File: src/rtl/tia_playfield_sequencer_if.sv
// rtl/tia_playfield_sequencer_if.sv - scan control, register write and pixel output bundle for the playfield sequencer
interface tia_playfield_sequencer_if;
   logic       en;
   logic       line_start;
   logic       wr;
   logic [1:0] addr;
   logic [7:0] data;
   logic       pf;
   logic       side;
   logic       hblank;
   logic [7:0] hcount;

   modport master (
      output en, line_start, wr, addr, data,
      input  pf, side, hblank, hcount
   );

   modport slave (
      input  en, line_start, wr, addr, data,
      output pf, side, hblank, hcount
   );
endinterface

File: src/rtl/tia_playfield_sequencer.sv
// rtl/tia_playfield_sequencer.sv - TIA playfield registers, color-clock counter and serial pixel selector
module tia_playfield_sequencer #(
   parameter int LINE_CLOCKS   = 228,
   parameter int HBLANK_CLOCKS = 68
) (
   input logic                      clk,
   input logic                      rl,
   tia_playfield_sequencer_if.slave bus
);
   localparam logic [7:0] LAST_H  = 8'(LINE_CLOCKS - 1);
   localparam logic [7:0] BLANK_H = 8'(HBLANK_CLOCKS);
   localparam logic [7:0] LATCH_H = 8'(HBLANK_CLOCKS + 80);

   logic [7:0]  hcount_q, hcount_d;
   logic [3:0]  pf0_q, pf0_d;
   logic [7:0]  pf1_q, pf1_d;
   logic [7:0]  pf2_q, pf2_d;
   logic        ctrl_q, ctrl_d;
   logic        reflect_q, reflect_d;
   logic        pf_q, pf_d;
   logic        side_q, side_d;
   logic        hblank_q, hblank_d;

   logic [7:0]  hnext;
   logic        hblank_next;
   logic [5:0]  b;
   logic [4:0]  idx;
   logic [31:0] field;

   // Register writes ignore en so the CPU can update playfield data during any clock.
   always_comb begin
      pf0_d  = pf0_q;
      pf1_d  = pf1_q;
      pf2_d  = pf2_q;
      ctrl_d = ctrl_q;
      if (bus.wr) begin
         unique case (bus.addr)
            2'd0:    pf0_d  = bus.data[7:4];
            2'd1:    pf1_d  = bus.data;
            2'd2:    pf2_d  = bus.data;
            default: ctrl_d = bus.data[0];
         endcase
      end
   end

   always_comb begin
      if (bus.line_start || hcount_q == LAST_H) begin
         hnext = '0;
      end else begin
         hnext = hcount_q + 8'd1;
      end
      hblank_next = (hnext < BLANK_H);
      b           = 6'((hnext - BLANK_H) >> 2);

      reflect_d = reflect_q;
      if (bus.en && hnext == LATCH_H) begin
         reflect_d = ctrl_q;
      end

      if (b < 6'd20) begin
         idx = b[4:0];
      end else if (reflect_d) begin
         idx = 5'(6'd39 - b);
      end else begin
         idx = 5'(b - 6'd20);
      end

      // Playfield bits laid out in scan order: PF0 4..7, PF1 7..0, PF2 0..7.
      field = {12'd0, pf2_q,
               pf1_q[0], pf1_q[1], pf1_q[2], pf1_q[3],
               pf1_q[4], pf1_q[5], pf1_q[6], pf1_q[7],
               pf0_q};

      hcount_d = hcount_q;
      pf_d     = pf_q;
      side_d   = side_q;
      hblank_d = hblank_q;
      if (bus.en) begin
         hcount_d = hnext;
         hblank_d = hblank_next;
         side_d   = ~hblank_next & (b >= 6'd20);
         pf_d     = ~hblank_next & field[idx];
      end
   end

   always_ff @(posedge clk or negedge rl) begin
      if (!rl) begin
         hcount_q  <= '0;
         pf0_q     <= '0;
         pf1_q     <= '0;
         pf2_q     <= '0;
         ctrl_q    <= 1'b0;
         reflect_q <= 1'b0;
         pf_q      <= 1'b0;
         side_q    <= 1'b0;
         hblank_q  <= 1'b1;
      end else begin
         hcount_q  <= hcount_d;
         pf0_q     <= pf0_d;
         pf1_q     <= pf1_d;
         pf2_q     <= pf2_d;
         ctrl_q    <= ctrl_d;
         reflect_q <= reflect_d;
         pf_q      <= pf_d;
         side_q    <= side_d;
         hblank_q  <= hblank_d;
      end
   end

   assign bus.pf     = pf_q;
   assign bus.side   = side_q;
   assign bus.hblank = hblank_q;
   assign bus.hcount = hcount_q;
endmodule

File: src/flat_wrapper.sv
// flat-port wrapper written by rule: the top's interface ports become plain ports
module tia_playfield_sequencer_flat 
#(
   parameter int LINE_CLOCKS   = 228,
   parameter int HBLANK_CLOCKS = 68
)
  (clk, rl, bus_en, bus_line_start, bus_wr, bus_addr, bus_data, bus_pf, bus_side, bus_hblank, bus_hcount);
  tia_playfield_sequencer_if bus_i ();
  input logic clk;
  input logic rl;
  input wire logic [$bits(bus_i.en)-1:0] bus_en;
  input wire logic [$bits(bus_i.line_start)-1:0] bus_line_start;
  input wire logic [$bits(bus_i.wr)-1:0] bus_wr;
  input wire logic [$bits(bus_i.addr)-1:0] bus_addr;
  input wire logic [$bits(bus_i.data)-1:0] bus_data;
  output wire logic [$bits(bus_i.pf)-1:0] bus_pf;
  output wire logic [$bits(bus_i.side)-1:0] bus_side;
  output wire logic [$bits(bus_i.hblank)-1:0] bus_hblank;
  output wire logic [$bits(bus_i.hcount)-1:0] bus_hcount;
  assign bus_i.en = bus_en;
  assign bus_i.line_start = bus_line_start;
  assign bus_i.wr = bus_wr;
  assign bus_i.addr = bus_addr;
  assign bus_i.data = bus_data;
  assign bus_pf = bus_i.pf;
  assign bus_side = bus_i.side;
  assign bus_hblank = bus_i.hblank;
  assign bus_hcount = bus_i.hcount;
  tia_playfield_sequencer #(.LINE_CLOCKS(LINE_CLOCKS), .HBLANK_CLOCKS(HBLANK_CLOCKS)) u_core (.clk(clk), .rl(rl), .bus(bus_i));
endmodule
File: config.mk
export PLATFORM = sky130hd
export DESIGN_NAME = tia_playfield_sequencer_flat
export DESIGN_NICKNAME = d
export VERILOG_FILES = /design/src/rtl/tia_playfield_sequencer_if.sv /design/src/rtl/tia_playfield_sequencer.sv /design/src/flat_wrapper.sv
export SDC_FILE = /design/constraint.sdc
export NUM_CORES = 1
export LEC_CHECK = 0
export ABC_AREA = 1
export CAP_MARGIN = 20
export CORE_MARGIN = 3
export CORE_UTILIZATION = 60
export CTS_BUF_LIST = sky130_fd_sc_hd__clkbuf_16
export CTS_CLUSTER_DIAMETER = 80
export CTS_CLUSTER_SIZE = 28
export DETAILED_ROUTE_END_ITERATION = 12
export GPL_ROUTABILITY_DRIVEN = 0
export PLACE_DENSITY = 0.91
export SYNTH_ARGS = -nofsm -noshare
export SYNTH_HDL_FRONTEND = slang
export SYNTH_SLANG_ARGS = --single-unit
File: constraint.sdc
create_clock -name clk -period 8.79 [get_ports clk]
set_input_delay 1.758 -clock clk [delete_from_list [all_inputs] [get_ports clk]]
set_output_delay 1.758 -clock clk [all_outputs]
set_load 0.03 [all_outputs]
==> run_results.csv, run 1 <==
group,metric,value,unit
status,status,"finished clean",
yosys,ys_seq_elements,33,
drt,drt-vias-per-instance,5.38,
cts,cts_hold_buf,0,
cts,cts_max_path_buffers,2,
floorplanning,die_w,66.4,um
global_routing,grt_first_pass_wirelength,8110,um
sta,tightest_slew,546,ps
yosys,ys_async_sr_fraction,1.00,
sta,final_worst_path_cycle_share,0.474,
setup_path,timing.critical_path.mode_cell,"inv_1",
min_path,worst_hold_path.num_cells,2,
cts,cts_tree,"yes",
floorplanning,area_enclosed_by_the_die_boundary,4410,um2
drt,antenna_left,0,
min_path,min_to,"u_core.bus.pf",
floorplanning,floorplan.core_area,3420,um2
sta,setup_repair_after_global_routing_missed_its_margin,"no",
cts,number_of_buffers_inserted_to_repair_setup_after_cts,0,
drt,drt_wl_total,4680,um
drt,drc,0,
yosys,synth_largest_type_area_fraction,0.366,
yosys,postSynthNetCount,303,
floorplanning,dieHeight,66.4,um
sta,clock_skew,3.32,ps
final_layout,layout.core_utilization,0.776,
place,place_ws,4370,ps
setup_path,critical-path-max-stage-delay,470,ps
drt,route.detailed.wl_per_inst,13.0,um
sta,setup_viol,0,
global_routing,gr-usage-all-layers,0.245,
yosys,postSynthCellCount,283,
global_routing,antenna_found_initial,0,
sta,slew-limit-headroom,0.635,
drt,dr.first_iter.drc_count,100,
power_and_ir_drop,power_per_cell_area,175,nW/um2
global_routing,grt_start_max_net_pins,34,
power_and_ir_drop,ir_worst_vdd,172,uV
sta,timing.fmax,0.240,GHz
yosys,mappedNetlistArea,2190,um2
drt,detailroute.via_count,1930,
floorplanning,row_count,21,
sta,final_max_slew_viol_count,0,
yosys,ys_top_cells_by_count,"nand2_1, inv_1, dfrtp_1",
yosys,syn-mean-instance-area,7.74,um2
setup_path,startpoint_type,"primary input",
yosys,synth_ff_type,"dfrtp_1",
yosys,yosys.cell_types.count,28,
cts,tritoncts_num_sinks,33,
cts,htree_num_levels,2,
cts,insertion_delay,280,ps
yosys,synth_top_area_cell,"dfrtp_1",
final_layout,post_route_cells_drive_above_1_share,0.147,
sta,finalWorstPathRequiredPeriod,4170,ps
setup_path,path_depth,17,
setup_path,criticalPathCategory,"primary input to flip-flop",
place,port-buffer-count,25,
yosys,yosys_warnings,0,
setup_path,worst_setup_path_end_kind,"flip-flop",
cts,clkTransAtPathRegs,50,ps
setup_path,cpMaxStageDelayCell,"clkdlybuf4s50_1",
setup_path,register_to_register_setup_slack,5560,ps
job,maxCapViolations,0,
place,dpl.hpwl,3400,um
sta,setup_slack,4620,ps
floorplanning,io-pin-count,26,
global_routing,gr-total-overflow,0,
setup_path,r2r_cells,21,
floorplanning,initial_standard_cell_utilization_of_the_core,0.641,
min_path,hold_path.class,"flip-flop to flip-flop",
global_routing,first_global_vias,1840,
sta,hold_viol,0,
yosys,post_synth_edffs,0,
sta,tns,0,ps
setup_path,critical_path.max_fanout,8,
drt,detailedRoute.firstPassIterationCount,4,
final_layout,finalInstanceArea,2650,um2
cts,cts_root_buf,"clkbuf_16",
cts,number_of_clock_buffers_inserted_by_tritoncts,5,
setup_path,cp_data_required_time,8960,ps
setup_path,crit_family,"simple AND/OR/NAND/NOR gates",
cts,cts_resized,0,
setup_path,timing.rr.end,"u_core.bus.pf",
final_layout,antennaDiodeCount,0,
yosys,yosys-top-cells-area,"dfrtp_1, nand2_1, o21ai_0",
min_path,hold_path.startpoint,"u_core.bus.pf",
yosys,synth.most_common_cell,"nand2_1",
final_layout,fill_cells,243,
setup_path,cp_cell_sequence,"clkdlybuf4s50_1, nor2_4, nand2_4, inv_2, o21ai_0, nand2_1, inv_1, ha_1, inv_1, nand3_4, nand2_8, xor2_1, inv_1, nand3_1, a21oi_1, nand3_1, nand2_1",
setup_path,cp_data_arrival_time,4330,ps
final_layout,num-nets-final,332,
setup_path,cp_num_buf_inv,5,
power_and_ir_drop,p_leak,1.27,nW
yosys,synth_seq_area_share,0.378,
place,placed_cell_area,2490,um2
final_layout,area_delta_synth_final,21.0,%
setup_path,timing.rr.start,"u_core.bus.hcount[0]",
## through the flow
step | std cells | hold slack, ps | power, W
final | 359 | 486 | 0.000463
after global routing | 359 | 520 | 0.000487
after CTS | 359 | 486 | 0.000465
after detailed placement | 351 | 474 | 0.000272
after global placement | 351 | 467 | 0.000269
after floorplan | 283 | 453 | 0.000244
## worst reg2reg max path: cells and delay by family (launching register included)
family | cells | cell delay [ps]
adders and majority gates | 2 | 510
xor gates and xnor gates | 1 | 310
and+or+nand+nor | 11 | 1140
DFF | 1 | 450
buffers and inverters | 5 | 530
AOI/OAI and AO/OA | 2 | 190
## cells by family after synthesis
family          Yosys count  share of synthesized area
buf+inv                  40                     0.0709
xor+xnor                  3                     0.0120
flops                    33                      0.378
simple gates            160                      0.400
compound gates           42                      0.111
fa+ha+maj                 5                     0.0286
## cell usage in the layout (no fill, tap or decap), drive strengths merged
cell             n
a21oi            4
o21ai           30
buf              1
nand2          107
a41oi            1
bufinv           1
clkdlybuf4s50   25
dfstp            1
o31ai            1
ha               5
o21bai           3
clkbuf           5
nand3           36
inv             37
nand3b           1
o21a             3
xor2             3
nor2            13
clkinv           1
nand4            3
dfrtp           32
## where the power goes
| part | internal, W | switching, W |
|---|---|---|
| Sequential | 0.000169 | 0.0000131 |
| Combinational | 0.0000357 | 0.0000537 |
| Clock | 0.000131 | 0.0000592 |
| Total | 0.000337 | 0.000126 |
## worst max-delay path by stage
stage | startpoint | to | slack [ps]
2_1_floorplan | bus_line_start | u_core.bus.pf | 5070
3_3_place_gp | bus_line_start | u_core.bus.pf | 4440
3_5_place_dp | bus_line_start | u_core.bus.pf | 4370
4_1_cts | bus_line_start | u_core.bus.pf | 4640
5_1_grt | bus_line_start | u_core.bus.pf | 4390
6_report | bus_line_start | u_core.bus.pf | 4620
## sequential cells by signal (all words and copies together), names as in the netlist
register / flops
u_core.ctrl_q: 1
u_core.pf2_q: 8
u_core.bus.pf: 1
u_core.bus.hblank: 1
u_core.pf1_q: 8
u_core.pf0_q: 4
u_core.bus.side: 1
u_core.reflect_q: 1
u_core.bus.hcount: 8
## final cells by class
type	count	area, um2	area share
Clock buffer	5	125	0.0472
Clock inverter	3	37.5	0.0142
Inverter	36	138	0.0519
Multi-Input combinational cell	210	1210	0.456
Sequential cell	33	827	0.312
Tap cell	46	57.6	0.0217
Timing Repair Buffer	26	258	0.0973
## layer usage
layer	part of all wire	track usage	routed length, um	vias up
li1	-	-	-	972
met4	0.021	0.114	97	0
met1	0.43	0.278	1990	899
met2	0.51	0.431	2370	48
met5	0	0	0	-
met3	0.048	0.0578	223	11
(Power assumes the default switching activity.)
==> run 2: changes to the inputs <==
--- a/config.mk
+++ b/config.mk
@@ -8,13 +8,13 @@
 export ABC_AREA = 1
 export CAP_MARGIN = 20
 export CORE_MARGIN = 3
-export CORE_UTILIZATION = 60
+export CORE_UTILIZATION = 56
 export CTS_BUF_LIST = sky130_fd_sc_hd__clkbuf_16
 export CTS_CLUSTER_DIAMETER = 80
 export CTS_CLUSTER_SIZE = 28
 export DETAILED_ROUTE_END_ITERATION = 12
 export GPL_ROUTABILITY_DRIVEN = 0
-export PLACE_DENSITY = 0.91
+export PLACE_DENSITY = 0.86
 export SYNTH_ARGS = -nofsm -noshare
 export SYNTH_HDL_FRONTEND = slang
 export SYNTH_SLANG_ARGS = --single-unit
==> constraint.sdc (replaced) <==
create_clock -name clk -period 3.9 [get_ports clk]
set_input_delay 0.78 -clock clk [delete_from_list [all_inputs] [get_ports clk]]
set_output_delay 0.78 -clock clk [all_outputs]
set_load 0.03 [all_outputs]
==> run 2 against run 1 <==
- first-iteration DRC count decreased by 43%
- wire length decreased by 3.1%
- critical endpoint unchanged
- worst hold slack got worse by 9.3 ps
- critical path type is now flip-flop to flip-flop
- power increased by 110%
==> run_results.csv, run 2 (synthesis gave the netlist of run 1 again) <==
group,metric,value,unit
status,status,"finished clean",
drt,route.detailed.wl_per_inst,12.6,um
global_routing,antenna_found_initial,0,
cts,cts_tree,"yes",
global_routing,first_global_vias,1820,
setup_path,cp_data_required_time,4070,ps
sta,setup_viol,0,
place,port-buffer-count,25,
drt,detailroute.via_count,1914,
final_layout,num-nets-final,332,
power_and_ir_drop,p_leak,1.26,nW
place,place_ws,443,ps
sta,hold_viol,0,
drt,antenna_left,0,
sta,timing.fmax,0.310,GHz
final_layout,layout_commonest_cell,"nand2_1",
setup_path,worst_setup_path_end_kind,"flip-flop",
setup_path,cp_num_buf_inv,3,
setup_path,crit_family,"simple AND/OR/NAND/NOR gates",
floorplanning,area_enclosed_by_the_die_boundary,4700,um2
floorplanning,row_count,22,
cts,number_of_buffers_inserted_to_repair_setup_after_cts,0,
cts,tritoncts_num_sinks,33,
drt,drt-vias-per-instance,5.30,
global_routing,grt_first_pass_wirelength,7940,um
floorplanning,io-pin-count,26,
drt,dr.first_iter.drc_count,57,
cts,cts_hold_buf,0,
floorplanning,dieHeight,68.5,um
power_and_ir_drop,ir_worst_vdd,349,uV
place,placed_cell_area,2490,um2
setup_path,cp_cell_sequence,"ha_1, inv_1, nor2_2, nand2_2, nor2_2, nor2_4, nand2_1, ha_1, xor2_1, ha_1, inv_1, nand3_4, nand2_8, xor2_1, inv_1, nand3_1, a21oi_1, nand3_1, nand2_1",
sta,tns,0,ps
setup_path,startpoint_type,"flip-flop",
final_layout,layout.core_utilization,0.708,
power_and_ir_drop,pwr-share-comb,0.202,
sta,slew-limit-headroom,0.645,
floorplanning,die_w,68.5,um
setup_path,critical-path-max-stage-delay,440,ps
power_and_ir_drop,power_per_cell_area,374,nW/um2
drt,drc,0,
cts,htree_num_levels,2,
final_layout,area_delta_synth_final,20.2,%
setup_path,cpMaxStageDelayCell,"dfrtp_1",
sta,finalWorstPathRequiredPeriod,3220,ps
power_and_ir_drop,switching_share,0.293,
power_and_ir_drop,internal_power,0.000696,W
cts,clkTransAtPathRegs,50,ps
sta,final_max_slew_viol_count,0,
final_layout,finalInstanceArea,2630,um2
sta,setup_slack,677,ps
power_and_ir_drop,pwr-share-seq,0.419,
cts,insertion_delay,280,ps
cts,number_of_clock_buffers_inserted_by_tritoncts,5,
cts,cts_resized,0,
setup_path,critical_path.max_fanout,8,
place,dpl.hpwl,3480,um
power_and_ir_drop,net_switching_power,0.000289,W
power_and_ir_drop,clock_power_share,0.379,
final_layout,post_route_cells_drive_above_1_share,0.150,
global_routing,grt_start_max_net_pins,34,
sta,setup_repair_after_global_routing_missed_its_margin,"no",
cts,cts_root_buf,"clkbuf_16",
min_path,hold_path.class,"flip-flop to flip-flop",
final_layout,mostFrequentLayoutCells,"nand2_1, inv_1, dfrtp_1",
setup_path,register_to_register_setup_slack,680,ps
floorplanning,initial_standard_cell_utilization_of_the_core,0.589,
floorplanning,floorplan.core_area,3720,um2
setup_path,criticalPathCategory,"flip-flop to flip-flop",
setup_path,cp_data_arrival_time,3390,ps
global_routing,gr-total-overflow,0,
drt,detailedRoute.firstPassIterationCount,4,
job,maxCapViolations,0,
cts,cts_max_path_buffers,2,
final_layout,antennaDiodeCount,0,
global_routing,gr-usage-all-layers,0.227,
drt,drt_wl_total,4530,um
sta,tightest_slew,532,ps
sta,final_worst_path_cycle_share,0.827,
sta,clock_skew,1.97,ps
==> run 2: layout make-up <==
class / instances / area (um2)
tap: 48 / 60.1
timing repair buffer: 26 / 258
clock inverter: 3 / 17.5
fill: 311 / 1080
clock buffer: 5 / 125
inverter: 36 / 138
sequential: 33 / 827
multi-input combinational: 210 / 1210
==> run 2: worst paths after layout <==
check,cells after the start,from,to
worst max-delay path,19,u_core.bus.hcount[0],u_core.bus.pf
worst min-delay path,2,u_core.bus.pf,u_core.bus.pf
worst max register to register,19,u_core.bus.hcount[0],u_core.bus.pf
worst min register to register,2,u_core.bus.pf,u_core.bus.pf
max in group asynchronous,2,rl,u_core.bus.hblank
min in group asynchronous,2,rl,u_core.bus.hcount[3]
==> run 2: worst register-to-register path: stages, from the launching register on <==
cell     delay (ps)
dfrtp_1         440
ha_1            290
inv_1           110
nor2_2           50
nand2_2         110
nor2_2           60
nor2_4          160
nand2_1         150
ha_1            270
xor2_1          190
ha_1            210
inv_1            90
nand3_4         110
nand2_8         140
xor2_1          320
inv_1           100
nand3_1         100
a21oi_1          70
nand3_1         110
nand2_1          50
==> run 2: per-layer routing <==
metal | vias to the layer above | wire length (um) | track usage
li1 | 967 | - | -
met4 | 0 | 136 | 0.102
met1 | 890 | 1880 | 0.265
met2 | 44 | 2330 | 0.391
met5 | - | 0 | 0
met3 | 13 | 182 | 0.0551
==> run 2: metrics by stage <==
step	power [W]	cells	hold WS [ps]
CTS	0.000992	361	482
detailed placement	0.000616	353	467
global route	0.00104	361	495
global placement	0.000608	353	468
floorplan	0.000549	283	453
finish	0.000985	361	477
==> run 2: power by group through the flow <==
stage | logic (W) | registers [W] | clock network (W)
after floorplan | 0.000134 | 0.000415 | 0
after global placement | 0.000193 | 0.000415 | 0
after detailed placement | 0.000199 | 0.000417 | 0
after CTS | 0.000200 | 0.000412 | 0.000380
after global routing | 0.000229 | 0.000416 | 0.000397
final | 0.000199 | 0.000412 | 0.000374
==> run 3: changes to the inputs <==
--- a/config.mk
+++ b/config.mk
@@ -8,13 +8,13 @@
 export ABC_AREA = 1
 export CAP_MARGIN = 20
 export CORE_MARGIN = 3
-export CORE_UTILIZATION = 56
+export CORE_UTILIZATION = 50
 export CTS_BUF_LIST = sky130_fd_sc_hd__clkbuf_16
 export CTS_CLUSTER_DIAMETER = 80
 export CTS_CLUSTER_SIZE = 28
 export DETAILED_ROUTE_END_ITERATION = 12
 export GPL_ROUTABILITY_DRIVEN = 0
-export PLACE_DENSITY = 0.86
+export PLACE_DENSITY = 0.81
 export SYNTH_ARGS = -nofsm -noshare
 export SYNTH_HDL_FRONTEND = slang
 export SYNTH_SLANG_ARGS = --single-unit
==> constraint.sdc (replaced) <==
create_clock -name clk -period 2.95 [get_ports clk]
set_input_delay 0.59 -clock clk [delete_from_list [all_inputs] [get_ports clk]]
set_output_delay 0.59 -clock clk [all_outputs]
set_load 0.03 [all_outputs]
==> run 3 against run 2 <==
- final area up 16%
- wire length up 13%
- sequential share of layout area shrank 4.2 points
- via count is 4.7% higher
- count of clock-buffer cells in the layout stayed put
- first-iteration DRC count grew 61%
- highest routed layer unchanged
==> run_results.csv, run 3 (synthesis gave the netlist of run 1 again) <==
group,metric,value,unit
setup_path,timing.rr.end,"u_core.bus.pf",
setup_path,worst_setup_path_end_kind,"flip-flop",
min_path,hold_path.class,"flip-flop to flip-flop",
power_and_ir_drop,power_per_cell_area,451,nW/um2
sta,finalWorstPathRequiredPeriod,2850,ps
drt,detailroute.via_count,2004,
setup_path,cp_data_arrival_time,3010,ps
job,maxCapViolations,0,
power_and_ir_drop,switching_share,0.297,
global_routing,gr-total-overflow,0,
power_and_ir_drop,p_leak,1.45,nW
sta,hold_slack,480,ps
floorplanning,initial_standard_cell_utilization_of_the_core,0.532,
final_layout,area_delta_synth_final,39.0,%
final_layout,layout_commonest_cell,"nand2_1",
status,status,"finished clean",
drt,drt-vias-per-instance,5.14,
floorplanning,row_count,23,
power_and_ir_drop,pwr-share-seq,0.396,
floorplanning,floorplan.core_area,4120,um2
global_routing,grt_start_max_net_pins,34,
place,port-buffer-count,25,
drt,drt_wl_total,5120,um
place,dpl.hpwl,3530,um
cts,htree_num_levels,2,
sta,tightest_slew,519,ps
cts,insertion_delay,280,ps
drt,dr.first_iter.drc_count,92,
sta,timing.fmax,0.351,GHz
sta,slew-limit-headroom,0.653,
floorplanning,io-pin-count,26,
place,dp.cells,374,
final_layout,num-nets-final,359,
drt,drc,0,
global_routing,grt_first_pass_wirelength,8250,um
final_layout,mostFrequentLayoutCells,"nand2_1, inv_1, dfrtp_1",
min_path,worst_hold_path.num_cells,2,
min_path,hold_path.startpoint,"u_core.bus.pf",
sta,setup_repair_after_global_routing_missed_its_margin,"yes",
final_layout,finalInstanceArea,3040,um2
power_and_ir_drop,net_switching_power,0.000408,W
drt,antenna_left,0,
min_path,min_to,"u_core.bus.pf",
power_and_ir_drop,pwr-share-comb,0.255,
setup_path,r2r_cells,24,
sta,final_worst_path_cycle_share,0.965,
floorplanning,area_enclosed_by_the_die_boundary,5210,um2
cts,cts_tree,"yes",
global_routing,gr-usage-all-layers,0.204,
setup_path,cp_data_required_time,3120,ps
place,placed_cell_area,2640,um2
drt,detailedRoute.firstPassIterationCount,4,
setup_path,timing.rr.start,"u_core.bus.hcount[1]",
setup_path,critical_path.max_fanout,7,
sta,tns,0,ps
cts,cts_max_path_buffers,2,
setup_path,register_to_register_setup_slack,100,ps
setup_path,startpoint_type,"flip-flop",
sta,setup_viol,0,
sta,hold_viol,0,
final_layout,layout.cells.non_filler,390,
cts,cts_root_buf,"clkbuf_16",
cts,tritoncts_num_sinks,33,
sta,clock_skew,2.24,ps
floorplanning,die_w,72.2,um
cts,number_of_clock_buffers_inserted_by_tritoncts,5,
cts,clkTransAtPathRegs,50,ps
floorplanning,dieHeight,72.2,um
setup_path,criticalPathCategory,"flip-flop to flip-flop",
power_and_ir_drop,clock_power_share,0.349,
drt,route.detailed.wl_per_inst,13.1,um
power_and_ir_drop,internal_power,0.000967,W
global_routing,first_global_vias,1860,
final_layout,fill_cells,290,
power_and_ir_drop,ir_worst_vdd,352,uV
global_routing,antenna_found_initial,0,
final_layout,antennaDiodeCount,0,
final_layout,post_route_cells_drive_above_1_share,0.291,
sta,final_max_slew_viol_count,0,
-- run 3: per-stage QoR --
step	setup slack (ps)	power, W	utilization
final	103	0.00137	0.740
after global routing	-79.7	0.00145	0.740
after CTS	13.6	0.00132	0.675
after detailed placement	-208	0.000836	0.642
after global placement	-130	0.000831	0.642
after floorplan	0.311	0.000727	-
-- run 3: routing by layer --
layer | routed length, um | share of wire | vias up | global-route usage
li1 | - | - | 1024 | -
met2 | 2770 | 0.54 | 47 | 0.354
met1 | 2080 | 0.41 | 924 | 0.237
met3 | 189 | 0.037 | 9 | 0.0471
met4 | 83 | 0.016 | 0 | 0.0981
met5 | 0 | 0 | - | 0
-- run 3: worst max path at each step --
stage	from	end	cells past startpoint
floorplan	u_core.bus.hcount[0]	u_core.bus.pf	24
global placement	bus_line_start	u_core.bus.pf	20
detailed placement	bus_line_start	u_core.bus.pf	20
CTS	u_core.bus.hcount[0]	u_core.bus.pf	24
global route	u_core.bus.hcount[1]	u_core.bus.pf	26
finish	u_core.bus.hcount[1]	u_core.bus.pf	24
-- run 3: power by group through the flow --
stage	logic (W)	registers (W)	clock network, W
after floorplan	0.000178	0.000549	0
after global placement	0.000285	0.000545	0
after detailed placement	0.000291	0.000546	0
after CTS	0.000295	0.000539	0.000489
after global routing	0.000391	0.000549	0.000510
final	0.000351	0.000544	0.000479
-- run 3: what timing repair did --
| item | 4_1_cts | 5_1_grt |
|---|---|---|
| hold endpoints to repair | 0 | 0 |
| pin swaps | 0 | 26 |
| hold buffers | 0 | 0 |
| resized for setup | 1 | 46 |
| setup endpoints to repair | 1 | 1 |
| buffers inserted | 0 | 8 |
-- run 3: worst max-delay path: stages, from the launching register on --
cell	delay, ps
dfrtp_2	420
ha_4	170
inv_4	60
nor2_4	30
nand2_2	100
nor2_4	40
nor2_4	210
nand2_4	110
ha_4	180
xor2_2	150
ha_2	180
inv_2	60
nand3_4	90
nand2_8	130
nand2_8	90
nand2_4	100
nand2_8	80
inv_8	70
nand3_2	60
nand2_2	80
nand2_2	50
nand3_2	60
nand2_1	50
nand3_1	70
nand2_1	50
-- run 3: layout make-up --
class | count | area [um2] | share of cell area
flip-flops and latches | 33 | 830 | 0.273
multi-input cells | 210 | 1400 | 0.461
well taps | 50 | 62.6 | 0.0206
clock inverters | 3 | 11.3 | 0.00370
inverters | 36 | 148 | 0.0485
clock buffers | 5 | 125 | 0.0411
repair buffers | 53 | 464 | 0.152
